**src/rtl/norm_sequencer_if.sv**
```systemverilog
// Bundle of sample-input, normalizer and feature-output signals around the norm sequencer.
// The master modport is the sequencer itself; the slave modport is its environment.
interface norm_sequencer_if #(
    parameter int NCH = 8
);
    logic                  i_smp_valid;
    logic [2:0]            i_smp_ch;
    logic [15:0]           i_smp_data;
    logic                  o_smp_ready;
    logic                  o_norm_start;
    logic [NCH-1:0][15:0]  o_norm_data;
    logic                  i_norm_finished;
    logic [NCH-1:0][15:0]  i_norm_out;
    logic [NCH-1:0][15:0]  o_feat;
    logic                  o_feat_valid;
    logic                  i_feat_ready;
    logic                  o_timeout;
    logic                  o_busy;

    modport master (
        input  i_smp_valid, i_smp_ch, i_smp_data,
        input  i_norm_finished, i_norm_out, i_feat_ready,
        output o_smp_ready, o_norm_start, o_norm_data,
        output o_feat, o_feat_valid, o_timeout, o_busy
    );

    modport slave (
        output i_smp_valid, i_smp_ch, i_smp_data,
        output i_norm_finished, i_norm_out, i_feat_ready,
        input  o_smp_ready, o_norm_start, o_norm_data,
        input  o_feat, o_feat_valid, o_timeout, o_busy
    );
endinterface

```
**src/rtl/norm_sequencer.sv**
```systemverilog
// Gathers one sample per channel into a frame, hands it to the normalizer,
// waits (bounded) for the result and holds the normalized frame until consumed.
module norm_sequencer #(
    parameter int NCH     = 8,
    parameter int TIMEOUT = 12
) (
    input  logic               i_clk,
    input  logic               i_rst_n,
    norm_sequencer_if.master   bus
);
    typedef enum logic [1:0] {COLLECT, START, WAIT, OUT} state_t;

    localparam logic [NCH-1:0] MASK_FULL  = {NCH{1'b1}};
    localparam logic [7:0]     TIMER_LAST = 8'(TIMEOUT - 1);

    state_t               state, next_state;
    logic [NCH-1:0]       mask, new_mask;
    logic [NCH-1:0][15:0] frame;
    logic [NCH-1:0][15:0] feat;
    logic [7:0]           timer;
    logic                 timeout_q;
    logic                 accept, capture, timeout_fire, release_out;

    always_comb begin
        next_state   = state;
        accept       = 1'b0;
        capture      = 1'b0;
        timeout_fire = 1'b0;
        release_out  = 1'b0;
        new_mask     = mask;
        new_mask[bus.i_smp_ch] = 1'b1;
        case (state)
            COLLECT: begin
                accept = bus.i_smp_valid;
                if (accept && (new_mask == MASK_FULL)) next_state = START;
            end
            START: next_state = WAIT;
            // A finished pulse on the last allowed WAIT cycle takes priority over the abort.
            WAIT: begin
                if (bus.i_norm_finished) begin
                    capture    = 1'b1;
                    next_state = OUT;
                end else if (timer == TIMER_LAST) begin
                    timeout_fire = 1'b1;
                    next_state   = COLLECT;
                end
            end
            OUT: begin
                if (bus.i_feat_ready) begin
                    release_out = 1'b1;
                    next_state  = COLLECT;
                end
            end
            default: next_state = COLLECT;
        endcase
    end

    always_ff @(posedge i_clk or negedge i_rst_n) begin
        if (!i_rst_n) begin
            state     <= COLLECT;
            mask      <= '0;
            frame     <= '0;
            feat      <= '0;
            timer     <= '0;
            timeout_q <= 1'b0;
        end else begin
            state     <= next_state;
            timeout_q <= timeout_fire;
            if (accept) begin
                frame[bus.i_smp_ch] <= bus.i_smp_data;
                mask                <= new_mask;
            end else if (timeout_fire || release_out) begin
                mask <= '0;
            end
            if (capture) feat <= bus.i_norm_out;
            // Timer never wraps: WAIT is left once it reaches TIMER_LAST.
            if (state == START) begin
                timer <= '0;
            end else if (state == WAIT && !bus.i_norm_finished) begin
                timer <= timer + 8'd1;
            end
        end
    end

    assign bus.o_smp_ready  = (state == COLLECT);
    assign bus.o_busy       = (state != COLLECT);
    assign bus.o_norm_start = (state == START);
    assign bus.o_feat_valid = (state == OUT);
    assign bus.o_norm_data  = frame;
    assign bus.o_feat       = feat;
    assign bus.o_timeout    = timeout_q;
endmodule

```
**src/flat_wrapper.sv**
```systemverilog
// flat-port wrapper written by rule: the top's interface ports become plain ports
module norm_sequencer_flat 
#(
    parameter int NCH     = 8,
    parameter int TIMEOUT = 12
)
  (i_clk, i_rst_n, bus_i_smp_valid, bus_i_smp_ch, bus_i_smp_data, bus_i_norm_finished, bus_i_norm_out, bus_i_feat_ready, bus_o_smp_ready, bus_o_norm_start, bus_o_norm_data, bus_o_feat, bus_o_feat_valid, bus_o_timeout, bus_o_busy);
  norm_sequencer_if #(.NCH(NCH)) bus_i ();
  input  logic i_clk;
  input  logic i_rst_n;
  input wire logic [$bits(bus_i.i_smp_valid)-1:0] bus_i_smp_valid;
  input wire logic [$bits(bus_i.i_smp_ch)-1:0] bus_i_smp_ch;
  input wire logic [$bits(bus_i.i_smp_data)-1:0] bus_i_smp_data;
  input wire logic [$bits(bus_i.i_norm_finished)-1:0] bus_i_norm_finished;
  input wire logic [$bits(bus_i.i_norm_out)-1:0] bus_i_norm_out;
  input wire logic [$bits(bus_i.i_feat_ready)-1:0] bus_i_feat_ready;
  output wire logic [$bits(bus_i.o_smp_ready)-1:0] bus_o_smp_ready;
  output wire logic [$bits(bus_i.o_norm_start)-1:0] bus_o_norm_start;
  output wire logic [$bits(bus_i.o_norm_data)-1:0] bus_o_norm_data;
  output wire logic [$bits(bus_i.o_feat)-1:0] bus_o_feat;
  output wire logic [$bits(bus_i.o_feat_valid)-1:0] bus_o_feat_valid;
  output wire logic [$bits(bus_i.o_timeout)-1:0] bus_o_timeout;
  output wire logic [$bits(bus_i.o_busy)-1:0] bus_o_busy;
  assign bus_i.i_smp_valid = bus_i_smp_valid;
  assign bus_i.i_smp_ch = bus_i_smp_ch;
  assign bus_i.i_smp_data = bus_i_smp_data;
  assign bus_i.i_norm_finished = bus_i_norm_finished;
  assign bus_i.i_norm_out = bus_i_norm_out;
  assign bus_i.i_feat_ready = bus_i_feat_ready;
  assign bus_o_smp_ready = bus_i.o_smp_ready;
  assign bus_o_norm_start = bus_i.o_norm_start;
  assign bus_o_norm_data = bus_i.o_norm_data;
  assign bus_o_feat = bus_i.o_feat;
  assign bus_o_feat_valid = bus_i.o_feat_valid;
  assign bus_o_timeout = bus_i.o_timeout;
  assign bus_o_busy = bus_i.o_busy;
  norm_sequencer #(.NCH(NCH), .TIMEOUT(TIMEOUT)) u_core (.i_clk(i_clk), .i_rst_n(i_rst_n), .bus(bus_i));
endmodule
```
**config.mk**
```make
export PLATFORM = sky130hd
export DESIGN_NAME = norm_sequencer_flat
export DESIGN_NICKNAME = d
export VERILOG_FILES = /design/src/rtl/norm_sequencer_if.sv /design/src/rtl/norm_sequencer.sv /design/src/flat_wrapper.sv
export SDC_FILE = /design/constraint.sdc
export NUM_CORES = 1
export LEC_CHECK = 0
export ABC_AREA = 1
export ABC_CLOCK_PERIOD_IN_PS = 1700
export CAP_MARGIN = 10
export CORE_UTILIZATION = 44
export DETAILED_ROUTE_END_ITERATION = 10
export PLACE_DENSITY = 0.8
export SLEW_MARGIN = 10
export SYNTH_ARGS = -nofsm -noshare
export SYNTH_HDL_FRONTEND = slang
export SYNTH_SLANG_ARGS = --single-unit
export TNS_END_PERCENT = 50
```
**constraint.sdc**
```tcl
create_clock -name i_clk -period 1.7 [get_ports i_clk]
set_input_delay 0.34 -clock i_clk [delete_from_list [all_inputs] [get_ports i_clk]]
set_output_delay 0.34 -clock i_clk [all_outputs]
set_load 0.01 [all_outputs]
```
Word level (Yosys, flattened, before mapping):

Cells that the tools add are included.

* flip-flop bits (word level): 275
* latch bits: 0
* memory bits (writable): 0
* memory bits (read-only): 0
* input bits: 152
* output and inout port bits: 261
* logic and storage cells: 64
* memories: 0

* add/sub/neg operators: 1
* $mul: 0
* divide/modulo/power cells: 0
* magnitude comparators: 2
* equality and inequality tests: 8
* shifts and indexed selects: 0
* multiplexer cells: 22
* bitwise logic cells: 1
* reductions and logical operators: 10

Operator list (count)
* 128-bit bitwise mux: 1
* 16-bit demux with 3-bit select: 1
* 8-bit two-way mux: 4
* 16-bit two-way mux: 1
* 1-bit two-way mux: 9
* 8-bit by 1-bit adder with 8-bit output (second input constant): 1
* 8-bit by 4-bit == test with 1-bit output (second input constant): 1
* 8-bit == test (second input constant): 1
* 2-bit two-way mux: 4
* 8-bit OR: 1
* 2-bit one-hot mux with 4 select lines: 1
* 2-bit nonzero test: 3
* 2-bit == test (second input constant): 2
* 3-bit by 4-bit less-than comparator with 1-bit output (second input constant): 1
* 1-bit demux with 3-bit select: 1
* 3-bit by 1-bit greater-or-equal comparator with 1-bit output (second input constant): 1
* 1-bit logical AND: 3
* 3-bit by 2-bit != test with 1-bit output (second input constant): 1
* 3-bit AND reduction: 1
* 2-bit by 1-bit == test with 1-bit output (second input constant): 1
* 2-bit zero test: 1
* 2-bit by 1-bit != test with 1-bit output (second input constant): 1
* 2-bit != test (second input constant): 1
* 1-bit zero test: 1
* 1-bit logical OR: 1

Depth between registers and ports, before layout:

* depth in word-level cells: 9
* gate-level depth with buffers: 9
* gate-level depth less buffers: 9

Least setup slack after synthesis:

OpenSTA, ideal clock, no wires.

* path kind: reg-to-reg
* from: register u_core.state[1]
* to: register u_core.frame, in the netlist u_core.bus.o_norm_data[66]
* library setup time: 0.124 ns
* data arrival time: 1.339 ns
* data required time: 1.576 ns
* slack: 0.238 ns
* cell stages (with the launch flop): 8
* buffers on the path: 2
* period minus slack after synthesis: 1.462 ns
* path through: dfrtp_1 -> nor2_4 -> nand2_4 -> or2_1 -> buf_2 -> buf_4 -> nand2_1 -> o21ai_2

* longest elaborated chain between the ends: 2

RTL lines
* start, declared: line norm_sequencer.sv:16 `state_t state, next_state;`
* start signal, assigned: line norm_sequencer.sv:67 `state <= next_state;`
* 2-bit zero test
* named net bus_o_smp_ready: line flat_wrapper.sv:17 `output wire logic [$bits(bus_i.o_smp_ready)-1:0] bus_o_smp_ready;`
* 1-bit two-way mux: line norm_sequencer.sv:32 `case (state)`
* end signal, assigned by index: line norm_sequencer.sv:70 `frame[bus.i_smp_ch] <= bus.i_smp_data;`
* end, declared: line norm_sequencer.sv:18 `logic [NCH-1:0][15:0] frame;`

The timed path passes the listed nets, and every way through them passes these cells.
A chain may end at the register's enable or synchronous reset.

Worst setup path after layout:

* from: register u_core.state[0]
* to: output port bus_o_smp_ready

* longest elaborated chain between the ends: 1

RTL lines
* 2-bit zero test: line norm_sequencer.sv:85 `assign bus.o_smp_ready = (state == COLLECT);`
* end, declared: line flat_wrapper.sv:17

No other way between the ends.

==> summary.md <==
| Metric | Value |
|---|---|
| Slew Limit Fails | 0 |
| Crit-path cells | nor2_4, buf_6, buf_6 |
| Clock Latency Late Sink | 0.54 ns |
| Clock transition at path regs | 0.06 ns |
| I/O pin count | 413 |
| Largest net degree at the start of global routing | 58 |
| Avg WL per Cell | 18.73 um |
| DR vias/cell | 4.900 |
| Total GRT Usage | 0.2445 |
| Worst vdd ir | 0.001131 V |
| Remaining Overflow, GRT | 0 |
| Drc violations | 0 |
| Final nets | 1,440 |
| Detailed placer's ending HPWL | 22,540 um |
| Fin crit period | 1.693 ns |
| Status | finished, final reports clean |
| Logic pwr share | 0.411 |
| Die Ht | 159.0 um |
| Synthesis-to-finish area growth | 51.25% |
| Post-Syn Instances | 832 |
| P per Cell Area | 1859 nW/um2 |
| Initial antenna violation count | 0 |
| Sw frac | 0.3300 |
| First DRT Iteration DRCs | 510 |
| Worst-Margin Slew | 0.5374 ns |
| Post-Route WL | 30,560 um |
| Final setup vio count | 0 |
| CP bufs+invs | 2 |
| Antenna viol nets, final | 0 |
| CTS root buffer | clkbuf_16 |
| Vias | 7,996 |
| Final Cycle Share | 0.9961 |
| Hold crit path type | primary input to asynchronous set/reset pin |
| Layout fillers | 1,848 |
| Routability congestion estimate | 0.8108 |
| Hold WS | 0.2862 ns |
| Setup TNS | 0 ns |
| Post-Syn Nets | 985 |
| Slew HR | 0.6418 |
| Reg power frac | 0.376 |
| Die Area | 25,290 um2 |
| Most common cell after layout, fill and taps aside | dfrtp_1 |
| Yosys cell types | 29 |
| Crit path capture type | primary output |
| Initial core utilization | 0.4474 |
| Buffers on Ports | 412 |
| Ant diodes | 0 |
| Cell internal pwr | 20.44 mW |
| Critical path's largest stage delay | 0.44 ns |
| Critical Path RT | 1.36 ns |
| Critical setup path kind | flip-flop to primary output |
| H-tree levels | 1 |
| CTS tree | built |
| CP arrival | 1.35 ns |
| Psw | 10.07 mW |
| Fmax achieved | 590.5 MHz |
| First-pass GRT wire length | 48,110 um |
| Clk sinks | 275 |
| Vias in the first global route | 8,570 |
| CP Launch Type | flip-flop |
| Unrepaired setup endpoints after global routing | yes |
| Crit-path leading delay family | flip-flops |
| Seq/Total Area, Yosys | 0.6344 |
| Leak | 8.221 nW |
| Yosys warnings | 0 |
| Storage element area | 6884 um2 |
| Critical-path maximum fanout | 3 |
| Setup Skew | 0.01702 ns |
| Core ar. | 24,250 um2 |
| Avg Inst Size Synth | 13.04 um2 |
| Total Power | 30.50 mW |
| Most frequent cells in the layout | dfrtp_1, dlygate4sd2_1, clkdlybuf4s50_1, nand2_1, mux2_4 |
| Area of the multi-input gates | 3488 um2 |
| Row count | 57 |
| Power share of the clock group | 0.213 |
| Layout cells sized above 1 | 0.2080 |
| Max-cap violations | 0 |
| Most frequent CP cell | buf_6 |
| Die X | 159.0 um |
| CTS Buffer Depth | 3 |
| Endpoints failing hold | 0 |
| CTS buffer count | 30 |
| 1st-pass router iterations | 5 |
| Synthesis-stage register bit count | 275 |
| Area of the mapped netlist | 10,850 um2 |
| Slowest cell on the critical path | dfrtp_2 |
-- final timing paths --
check | end | slack, ns | cells after the start | startpoint
max | bus_o_smp_ready | 0.007 | 3 | u_core.state[0]
min | u_core.bus.o_norm_data[65] | 0.29 | 2 | i_rst_n
max reg2reg | u_core.bus.o_norm_data[72] | 0.14 | 7 | u_core.state[0]
min reg2reg | u_core.bus.o_norm_data[64] | 0.47 | 2 | u_core.bus.o_norm_data[64]
max in group asynchronous | u_core.bus.o_norm_data[57] | 0.71 | 3 | i_rst_n
min in group i_clk | u_core.bus.o_feat[119] | 0.38 | 2 | bus_i_norm_out[119]
-- kinds of logic after synthesis --
group                      count (synthesis)  share of synthesized area
xor gates and xnor gates                   1                  0.0008075
AOI/OAI and AO/OA                        146                    0.07935
DFF                                      275                     0.6344
buffers and inverters                     87                    0.04567
and+or+nand+nor                          194                    0.07463
adders and majority gates                  1                   0.001153
muxes                                    128                     0.1640
-- layer usage --
layer,vias to the layer above,global-route usage,share of wire
met5,-,0,0
li1,3687,-,-
met1,3915,0.2869,0.39
met3,88,0.05679,0.063
met2,306,0.4217,0.50
met4,0,0.1224,0.052
-- stage by stage --
| step | cell area [um2] | std cells | worst slack [ns] | utilization |
|---|---|---|---|---|
| 3_3_place_gp | 15690 | 1576 | -0.07072 | 0.6470 |
| 6_report | 16410 | 1632 | 0.006629 | 0.6766 |
| 3_5_place_dp | 15690 | 1576 | -0.1426 | 0.6470 |
| 5_1_grt | 16410 | 1632 | -0.04039 | 0.6766 |
| 2_1_floorplan | 10850 | 832 | 0.2378 | - |
| 4_1_cts | 16410 | 1632 | -0.008634 | 0.6766 |
-- Yosys cell counts --
| cell type | number | area [um2] |
|---|---|---|
| buf_2 | 15 | 75.07 |
| mux2_2 | 30 | 337.8 |
| a21oi_1 | 34 | 170.2 |
| or2_1 | 4 | 25.02 |
| nand3_2 | 4 | 40.04 |
| a21oi_2 | 1 | 8.760 |
| o21a_1 | 1 | 7.510 |
| buf_4 | 2 | 15.01 |
| mux2_4 | 90 | 1351 |
| o21ai_1 | 34 | 170.2 |
| nor2_2 | 3 | 18.77 |
| o21ai_0 | 41 | 205.2 |
| buf_6 | 19 | 214.0 |
| nor2_1 | 41 | 153.9 |
| o21ai_2 | 31 | 271.5 |
| nand4_1 | 1 | 6.260 |
| xnor2_1 | 1 | 8.760 |
| nand3_1 | 13 | 65.06 |
| mux2_1 | 8 | 90.09 |
| nor2_4 | 1 | 11.26 |
| o22ai_1 | 3 | 18.77 |
| dfrtp_1 | 275 | 6882 |
| a22o_1 | 1 | 8.760 |
| inv_1 | 45 | 168.9 |
| nand2_1 | 122 | 457.9 |
| nand2_4 | 1 | 11.26 |
| nor3_1 | 4 | 20.02 |
| clkbuf_1 | 6 | 22.52 |
| ha_1 | 1 | 12.51 |
-- flip-flops by register name, summed over array words and instances, names as in the netlist --
name                    flops
u_core.bus.o_timeout        1
u_core.bus.o_norm_data    128
u_core.timer                8
u_core.bus.o_feat         128
u_core.mask                 8
u_core.state                2
-- timing repair --
action / in CTS / in global routing
hold buffers: 1 / 0
pin swaps: 1 / 2
buffers inserted: 2 / 0
resized for setup: 282 / 1
hold endpoints to repair: 47 / 0
endpoints found under the setup margin: 261 / 3
-- final cells by class --
type | instances | share of cell area
clock buffer | 42 | 0.05407
clock inverter | 11 | 0.007016
inverter | 45 | 0.01030
multi-input combinational | 470 | 0.2126
sequential | 275 | 0.4196
tap | 324 | 0.02471
timing repair buffer | 465 | 0.2717
-- power groups by stage --
| stage | clock (mW) | sequential [mW] | combinational [mW] |
|---|---|---|---|
| final | 6.51 | 11.5 | 12.5 |
| after global placement | 0 | 11.5 | 14.4 |
| after CTS | 6.64 | 11.5 | 12.7 |
| after detailed placement | 0 | 11.6 | 14.6 |
| after global routing | 6.88 | 11.8 | 13.4 |
| after floorplan | 0 | 12.9 | 4.83 |
Power figures use the tool's default switching activity.
